<file path="src/rtl/beep_pattern_timer_pkg.sv">
// Shared alarm-path definitions: beep sequencer state encoding, default
// widths and the standard alarm beep pattern lengths (in prescaler ticks).
package beep_pattern_timer_pkg;

    typedef enum logic [1:0] {
        ST_IDLE = 2'd0,
        ST_ON   = 2'd1,
        ST_OFF  = 2'd2
    } state_t;

    localparam int DEF_CNT_W     = 8;
    localparam int DEF_REP_W     = 4;

    localparam int PAT_ALARM_ON  = 3;
    localparam int PAT_ALARM_OFF = 2;

endpackage

</file>
<file path="src/rtl/beep_pattern_timer_tick_down_counter.sv">
// Loadable down-counter clocked by a timebase strobe. 'last' flags the tick
// that consumes the final count, so a phase loaded with N lasts N ticks.
module beep_pattern_timer_tick_down_counter #(
    parameter int W = 8
) (
    input  logic         clk,
    input  logic         rst,
    input  logic         load,
    input  logic [W-1:0] load_val,
    input  logic         tick,
    output logic [W-1:0] count,
    output logic         last
);

    localparam logic [W-1:0] ONE = W'(1);

    logic [W-1:0] r_count;

    // Load wins over tick; the count holds at zero instead of wrapping.
    always_ff @(posedge clk or posedge rst) begin
        if (rst) begin
            r_count <= '0;
        end else if (load) begin
            r_count <= load_val;
        end else if (tick && (r_count != '0)) begin
            r_count <= r_count - ONE;
        end
    end

    assign count = r_count;
    assign last  = tick & (r_count == ONE);

endmodule

</file>
<file path="src/rtl/beep_pattern_timer.sv">
// Programmable on/off beep sequencer: runtime on/off lengths, finite or
// continuous burst count, stop abort and a natural-completion pulse.
module beep_pattern_timer
    import beep_pattern_timer_pkg::*;
#(
    parameter int CNT_W = DEF_CNT_W,
    parameter int REP_W = DEF_REP_W
) (
    input  logic             clk,
    input  logic             rst,
    input  logic             tick,
    input  logic             start,
    input  logic             stop,
    input  logic [CNT_W-1:0] on_len,
    input  logic [CNT_W-1:0] off_len,
    input  logic [REP_W-1:0] reps,
    output logic             beep,
    output logic             busy,
    output logic             done
);

    localparam logic [REP_W-1:0] REP_ONE = REP_W'(1);

    state_t             r_state;
    state_t             w_next;
    logic [CNT_W-1:0]   r_on_len;
    logic [CNT_W-1:0]   r_off_len;
    logic [REP_W-1:0]   r_reps;
    logic [REP_W-1:0]   r_burst;
    logic [REP_W-1:0]   w_burst_nxt;
    logic [REP_W-1:0]   w_burst_inc;
    logic               w_latch;
    logic               w_cnt_load;
    logic [CNT_W-1:0]   w_cnt_val;
    logic [CNT_W-1:0]   w_phase_cnt;
    logic               w_cnt_zero;
    logic               w_last;
    logic               w_finish;
    logic               r_beep;
    logic               r_busy;
    logic               r_done;
    logic               w_beep_nxt;
    logic               w_busy_nxt;
    logic               w_done_nxt;

    beep_pattern_timer_tick_down_counter #(
        .W(CNT_W)
    ) u_phase_cnt (
        .clk      (clk),
        .rst      (rst),
        .load     (w_cnt_load),
        .load_val (w_cnt_val),
        .tick     (tick),
        .count    (w_phase_cnt),
        .last     (w_last)
    );

    // A zero count inside an active phase is unreachable (lengths are
    // checked non-zero before loading); treat it as an abort, not a hang.
    assign w_cnt_zero  = (w_phase_cnt == '0);

    // Saturating so continuous mode never wraps back into a reps match.
    assign w_burst_inc = (r_burst == '1) ? r_burst : (r_burst + REP_ONE);

    // State, burst counter and registered outputs.
    always_ff @(posedge clk or posedge rst) begin
        if (rst) begin
            r_state <= ST_IDLE;
            r_burst <= '0;
            r_beep  <= 1'b0;
            r_busy  <= 1'b0;
            r_done  <= 1'b0;
        end else begin
            r_state <= w_next;
            r_burst <= w_burst_nxt;
            r_beep  <= w_beep_nxt;
            r_busy  <= w_busy_nxt;
            r_done  <= w_done_nxt;
        end
    end

    // Pattern configuration is captured only by an accepted start.
    always_ff @(posedge clk) begin
        if (w_latch) begin
            r_on_len  <= on_len;
            r_off_len <= off_len;
            r_reps    <= reps;
        end
    end

    // Next state and phase-counter control; stop outranks start and tick.
    always_comb begin
        w_next      = r_state;
        w_latch     = 1'b0;
        w_cnt_load  = 1'b0;
        w_cnt_val   = r_on_len;
        w_burst_nxt = r_burst;
        w_finish    = 1'b0;
        case (r_state)
            ST_IDLE: begin
                if (start && !stop) begin
                    w_latch = 1'b1;
                    if (on_len == '0) begin
                        w_finish = 1'b1;
                    end else begin
                        w_next      = ST_ON;
                        w_cnt_load  = 1'b1;
                        w_cnt_val   = on_len;
                        w_burst_nxt = '0;
                    end
                end
            end
            ST_ON: begin
                if (stop || w_cnt_zero) begin
                    w_next = ST_IDLE;
                end else if (w_last) begin
                    w_burst_nxt = w_burst_inc;
                    if ((r_reps != '0) && (w_burst_inc == r_reps)) begin
                        w_next   = ST_IDLE;
                        w_finish = 1'b1;
                    end else if (r_off_len != '0) begin
                        w_next     = ST_OFF;
                        w_cnt_load = 1'b1;
                        w_cnt_val  = r_off_len;
                    end else begin
                        w_cnt_load = 1'b1;
                        w_cnt_val  = r_on_len;
                    end
                end
            end
            ST_OFF: begin
                if (stop || w_cnt_zero) begin
                    w_next = ST_IDLE;
                end else if (w_last) begin
                    w_next     = ST_ON;
                    w_cnt_load = 1'b1;
                    w_cnt_val  = r_on_len;
                end
            end
            default: begin
                w_next = ST_IDLE;
            end
        endcase
    end

    // Output decode from the next state so the flops show the new state.
    always_comb begin
        w_beep_nxt = (w_next == ST_ON);
        w_busy_nxt = (w_next != ST_IDLE);
        w_done_nxt = w_finish;
    end

    assign beep = r_beep;
    assign busy = r_busy;
    assign done = r_done;

endmodule

</file>
<file path="config.mk">
export PLATFORM = sky130hd
export DESIGN_NAME = beep_pattern_timer
export DESIGN_NICKNAME = d
export VERILOG_FILES = /design/src/rtl/beep_pattern_timer_pkg.sv /design/src/rtl/beep_pattern_timer_tick_down_counter.sv /design/src/rtl/beep_pattern_timer.sv
export SDC_FILE = /design/constraint.sdc
export NUM_CORES = 1
export LEC_CHECK = 0
export ABC_AREA = 1
export CAP_MARGIN = 20
export CORE_MARGIN = 2
export CORE_UTILIZATION = 40
export CTS_CLUSTER_SIZE = 30
export DETAILED_ROUTE_END_ITERATION = 12
export PLACE_DENSITY = 0.7
export SLEW_MARGIN = 20
export SYNTH_ARGS = -nofsm -noshare
export SYNTH_HDL_FRONTEND = slang
export SYNTH_SLANG_ARGS = --single-unit
</file>
<file path="constraint.sdc">
create_clock -name clk -period 5.5 [get_ports clk]
set_clock_uncertainty 0.05 [all_clocks]
set_input_delay 0.825 -clock clk [delete_from_list [all_inputs] [get_ports clk]]
set_output_delay 0.825 -clock clk [all_outputs]
set_load 0.005 [all_outputs]
</file>
==> metrics, run 1 <==
post-synthesis sequential area ratio=0.481; register bit total from synthesis=37; Req. time, crit path=5.63 ns; IO Pins=28; row cnt=26; Cells after Synth=262; startpoint types=input pin; status=completed; normalized max-slew margin=0.424; ratio of cells with drive above 1 in the final layout=0.105; setup TNS=0 ns; final-report hold violation count=0; pre-CTS setup slack=2.79 ns; Die W=77.0 um; H-tree levels=2; HP Class=reg2reg; worst vdd ir=138 uV; Critical Path Sink Type=flip-flop; number of global-route vias before repair=1,711; dpl cells=357; synth warn=0; Routed WL per cell=12.5 um; max cap viols=0; Cell Count, Final, Fillers Out=365; CP Max Fanout=13; worst-margin pin slew=0.860 ns; Clock Sinks=37; Total Wirelength=4580 um; PnR worst setup slack=3.01 ns; Final Wtd Congestion=0.866; clk root buf=clkbuf_8; Num CTS Buffers=5; fin crit share=0.453; CTS tree=built; pwr dens=311 nW/um^2; drt first pass iters=4; Via Count=1,819; Tmin final=2.49 ns; hold buffers post-CTS=0; layout net count=322; RSZ-0062 raised after global routing=false; LEAKAGE=1.13 nW; # DRC=0; Final Slew Violations=0; gr ovfl total=0; Die Ht=77.0 um; fmax=402 MHz; clk slew on worst S/H paths=0.08 ns; Routed Antenna Nets=0; first-pass GRT wire length=7960 um; die footprint=5930 um^2; Synth Area per Inst=8.14 um^2; Post-DP HPWL=3410 um; initial antenna violation count=0; Synth-to-Final Area Change=21.4%; critical path class=in2reg; ANT cells=0; Skew-Pair Late Insertion Delay=0.29 ns; mapped cell area=2130 um^2; post-CTS sizing=0; post-synth net total=290; Starting Density=0.415; vias per inst=4.98; Clock Path Buffers=2; 1st-iter DRT viols=143; IO Port Bufs=27; Final Setup Violations=0; # Post-CTS Setup Buffers=0; core area=5140 um^2; Global Route Usage Sum=0.169; Unique masters post-synth=32; Data arrival, critical path=2.62 ns; largest net degree at the start of global routing=30
-- state kept, by name (all words and copies together) (netlist names) --
name	cells
beep	1
r_off_len	8
r_reps	4
r_burst	4
r_on_len	8
r_state	2
done	1
u_phase_cnt.count	8
busy	1
-- layer usage --
metal	global-route usage	wire, um	vias up
li1	-	-	918
met1	0.238	2270	857
met2	0.252	2070	38
met3	0.0318	153	6
met4	0.0821	89	0
met5	0	0	-
-- where the power goes --
group | internal (mW) | switching, mW
logic | 0.0845 | 0.117
clock network | 0.136 | 0.100
registers | 0.330 | 0.0385
-- cell usage in the layout, fill, tap and decap left out, types with 2 or more instances in the layout --
cell and count:
edfxtp_1 20, clkdlybuf4s50_1 27, nand3_1 14, dfrtp_1 17, nor2_1 26, o21ai_1 12
nor2_2 5, nand2_1 81, nand2_2 4, nor3_1 2, clkbuf_8 5, a21oi_2 2
nor2_4 3, xor2_1 3, inv_1 31, ha_1 3, a21oi_1 4, nand3_2 2
nand4_1 5, o211ai_1 5, o21ai_0 8, nand2_4 2
-- critical path, stage by stage --
cell             delay, ns
clkdlybuf4s50_1       0.47
nor2_1                0.13
nand4_1               0.18
nand3_1               0.17
nor2_1                0.07
nor2_2                0.20
nand2_4               0.12
inv_4                 0.15
o21ai_1               0.11
o21ai_1               0.11
nand2_1               0.07
-- Yosys cell counts (all sizes together) --
cell type	instances	share of area
nor3	3	0.012
xnor2	1	0.0041
o21ai	21	0.051
edfxtp	20	0.28
a21oi	6	0.018
nand3b	1	0.0035
buf	2	0.011
inv	32	0.058
o211ai	5	0.018
a22o	1	0.0041
nand3	16	0.042
or2	1	0.0029
dfrtp	17	0.20
nand4	5	0.015
clkbuf	1	0.0018
a31oi	1	0.0029
xor2	3	0.012
nand2	87	0.16
nor2	34	0.075
o22ai	1	0.0029
or3	1	0.0029
ha	3	0.018
-- per-stage QoR --
step	instance area (um^2)	util	power (mW)	hold slack, ns
after detailed placement	2470	0.481	0.572	0.455
after CTS	2590	0.504	0.812	0.475
after global placement	2470	0.481	0.568	0.458
after global routing	2590	0.504	0.858	0.524
final	2590	0.504	0.806	0.481
after floorplan	2130	-	0.513	0.421
-- worst paths after layout --
path,from,to,slack (ns),cells past startpoint
min reg2reg,u_phase_cnt.count[1],u_phase_cnt.count[1],0.48,2
min,u_phase_cnt.count[1],u_phase_cnt.count[1],0.48,2
max in group asynchronous,rst,r_burst[3],4.09,2
max reg2reg,r_burst[0],u_phase_cnt.count[4],3.21,13
min in group asynchronous,rst,u_phase_cnt.count[2],0.88,2
max,on_len[1],u_phase_cnt.count[4],3.01,11
-- area by class of cell --
class                      count  area, um^2
clock buffer                   5        68.8
sequential                    37        1030
multi-input combinational    190         960
clock inverter                 3        46.3
tap                           70        87.6
inverter                      32         123
fill                         520        2550
timing repair buffer          28         278
-- logic make-up (layout without fill, tap and decap cells) --
| family | Yosys count | after routing | share of synthesized area |
|---|---|---|---|
| XOR/XNOR | 4 | 4 | 0.0164 |
| AO/OA/AOI/OAI | 35 | 35 | 0.0963 |
| adder cells (fa/ha/maj) | 3 | 3 | 0.0176 |
| buffers and inverters | 35 | 68 | 0.0698 |
| AND/OR/NAND/NOR | 148 | 148 | 0.319 |
| flip-flops | 37 | 37 | 0.481 |
Power figures use the tool's default switching activity.
==> run 2: changes to the inputs <==
clock period = 2.3 ns   (was 5.5 ns; I/O delays follow)
==> metrics, run 2 (synthesis results as in run 1) <==
status=completed (unchanged); CP Cell Sequence=ha_2 > nand2_1 > nand2_1 > o21ai_2 > nand2_1 > a21oi_2 > nand2_4 > nand2_2 > nand2_4 > inv_4 > o21ai_1 > o21ai_1 > nand2_1 (was clkdlybuf4s50_1 > nor2_1 > nand4_1 > nand3_1 > nor2_1 > nor2_2 > nand2_4 > inv_4 > o21ai_1 > o21ai_1 > nand2_1); crit path buf inv count=1 (was 2); setup TNS=0 ns (unchanged); IO Pins=28 (unchanged); Total Wirelength=4380 um (was 4580 um); HP Class=in2async (was reg2reg); Worst R2R Path Depth=13 (unchanged); final instance area=2630 um^2 (was 2590 um^2); gr ovfl total=0 (unchanged); filler instances=512 (was 520); ANT cells=0 (unchanged); storage element area=1030 um^2 (unchanged); PnR worst setup slack=0.202 ns (was 3.01 ns); CP most frequent cell=nand2_1; Clock Path Buffers=2 (unchanged); worst vdd ir=361 uV (was 138 uV); Sw Share=0.318 (about the same); initial antenna violation count=0 (unchanged); Data arrival, critical path=2.23 ns (was 2.62 ns); commonest cells after routing, fill and taps aside=81 x nand2_1, 31 x inv_1, 27 x clkdlybuf4s50_1 (unchanged); dpl cells=362 (was 357); IO Port Bufs=27 (unchanged); worst-margin pin slew=0.689 ns (was 0.860 ns); fin crit share=0.912; first-pass GRT wire length=7580 um (was 7960 um); Critical Path Sink Type=flip-flop (unchanged); vias per inst=4.81 (was 4.98); slowest stage cell, crit path=dfrtp_1 (was clkdlybuf4s50_1); largest net degree at the start of global routing=18 (was 30); Final Slew Violations=0 (unchanged); kind of cell adding the most delay to the critical path=simple AND/OR/NAND/NOR gates (unchanged); internal power=1.27 mW (was 0.550 mW); critical path class=reg2reg (was in2reg); Comb power frac=0.264 (was 0.250); normalized max-slew margin=0.540 (was 0.424); multi-input logic area=980 um^2 (was 960 um^2); clk slew on worst S/H paths=0.08 ns (about the same); Num CTS Buffers=5 (unchanged); hold buffers post-CTS=0 (unchanged); RSZ-0062 raised after global routing=false (unchanged); Via Count=1,780 (was 1,819); Routed Antenna Nets=0 (unchanged); Final Util=0.512 (was 0.504); # Post-CTS Setup Buffers=0 (unchanged); row cnt=26 (unchanged); pre-CTS setup slack=0.0703 ns (was 2.79 ns); Worst R2R Setup Slack=0.20 ns (was 3.21 ns); Tmin final=2.10 ns; Cell Count, Final, Fillers Out=370 (was 365); sw power=0.592 mW (was 0.256 mW); fmax=477 MHz; CP Max Fanout=13 (unchanged); Final Setup Violations=0 (unchanged); Routed WL per cell=11.8 um (was 12.5 um); hold_ws=0.404 ns (was 0.481 ns); drt first pass iters=4 (unchanged); sequential power share=0.471 (was 0.457); final-report hold violation count=0 (unchanged); pwr dens=708 nW/um^2 (was 311 nW/um^2); dpl cell area=2510 um^2 (was 2470 um^2); Worst path max stage delay=0.42 ns (was 0.47 ns); reg-to-reg startpoint=r_burst[0] (unchanged); Worst R2R End=u_phase_cnt.count[1] (was u_phase_cnt.count[4]); 1st-iter DRT viols=96 (was 143); layout net count=327 (was 322); clock power share=0.265 (was 0.293); startpoint types=flip-flop (was input pin); CTS tree=built (unchanged); H-tree levels=2 (unchanged); number of global-route vias before repair=1,663 (was 1,711); Final Wtd Congestion=0.900 (was 0.866); LEAKAGE=1.16 nW (was 1.13 nW); # DRC=0 (unchanged); overall power=1.86 mW (was 0.806 mW); die footprint=5930 um^2 (unchanged); clk root buf=clkbuf_8 (unchanged); core area=5140 um^2 (unchanged); Die W=77.0 um (unchanged); ratio of cells with drive above 1 in the final layout=0.130 (was 0.105); Synth-to-Final Area Change=23.5% (was 21.4%); Global Route Usage Sum=0.162 (was 0.169); Post-DP HPWL=3370 um (was 3410 um); Skew-Pair Late Insertion Delay=0.29 ns (about the same); Starting Density=0.415 (unchanged); Die Ht=77.0 um (unchanged); commonest non-fill, non-tap cell in the layout=nand2_1 (unchanged); max cap viols=0 (unchanged); Req. time, crit path=2.44 ns (was 5.63 ns); Clock Sinks=37 (unchanged)
[run 2: metal layers]
metal | track usage | up-vias | share of wire | routed length (um)
li1 | - | 929 | - | -
met1 | 0.226 | 800 | 0.49 | 2130
met2 | 0.238 | 47 | 0.45 | 1950
met3 | 0.0494 | 4 | 0.055 | 240
met4 | 0.0607 | 0 | 0.012 | 53
met5 | 0 | - | 0 | 0
[run 2: worst max path at each step]
stage | from | to | cells past startpoint
after global placement | tick | u_phase_cnt.count[1] | 10
after floorplan | r_state[1] | u_phase_cnt.count[2] | 9
final | r_burst[0] | u_phase_cnt.count[1] | 13
after detailed placement | tick | u_phase_cnt.count[1] | 10
after global routing | r_burst[0] | u_phase_cnt.count[1] | 14
after CTS | r_burst[0] | u_phase_cnt.count[3] | 13
[run 2: worst reg2reg max path, cell delays in order (launching register included)]
cell     delay, ns
dfrtp_1       0.42
ha_2          0.23
nand2_1       0.11
nand2_1       0.07
o21ai_2       0.16
nand2_1       0.08
a21oi_2       0.20
nand2_4       0.11
nand2_2       0.09
nand2_4       0.08
inv_4         0.15
o21ai_1       0.09
o21ai_1       0.09
nand2_1       0.06
[run 2: final cells by class]
type                            count  area share
Sequential cell                    37       0.390
Multi-Input combinational cell    190       0.372
Timing Repair Buffer               33       0.120
Inverter                           32      0.0466
Clock buffer                        7      0.0366
Tap cell                           70      0.0333
Clock inverter                      1     0.00190
[run 2: repair_timing]
item | CTS | global route
hold endpoints to repair | 0 | 0
setup endpoints to repair | 0 | 12
gates resized for setup | 0 | 5
[run 2: power by group through the flow]
stage	Clock [mW]	Sequential, mW	Combinational (mW)
2_1_floorplan	0	0.871	0.355
3_3_place_gp	0	0.890	0.478
3_5_place_dp	0	0.891	0.485
4_1_cts	0.506	0.877	0.489
5_1_grt	0.537	0.891	0.563
6_report	0.493	0.877	0.492
==> run 3: changes to the inputs <==
SLEW_MARGIN = not set   (was 20)
==> results of run 3 <==
Same layout as run 2: the final DEF is identical, and so are final timing and power.
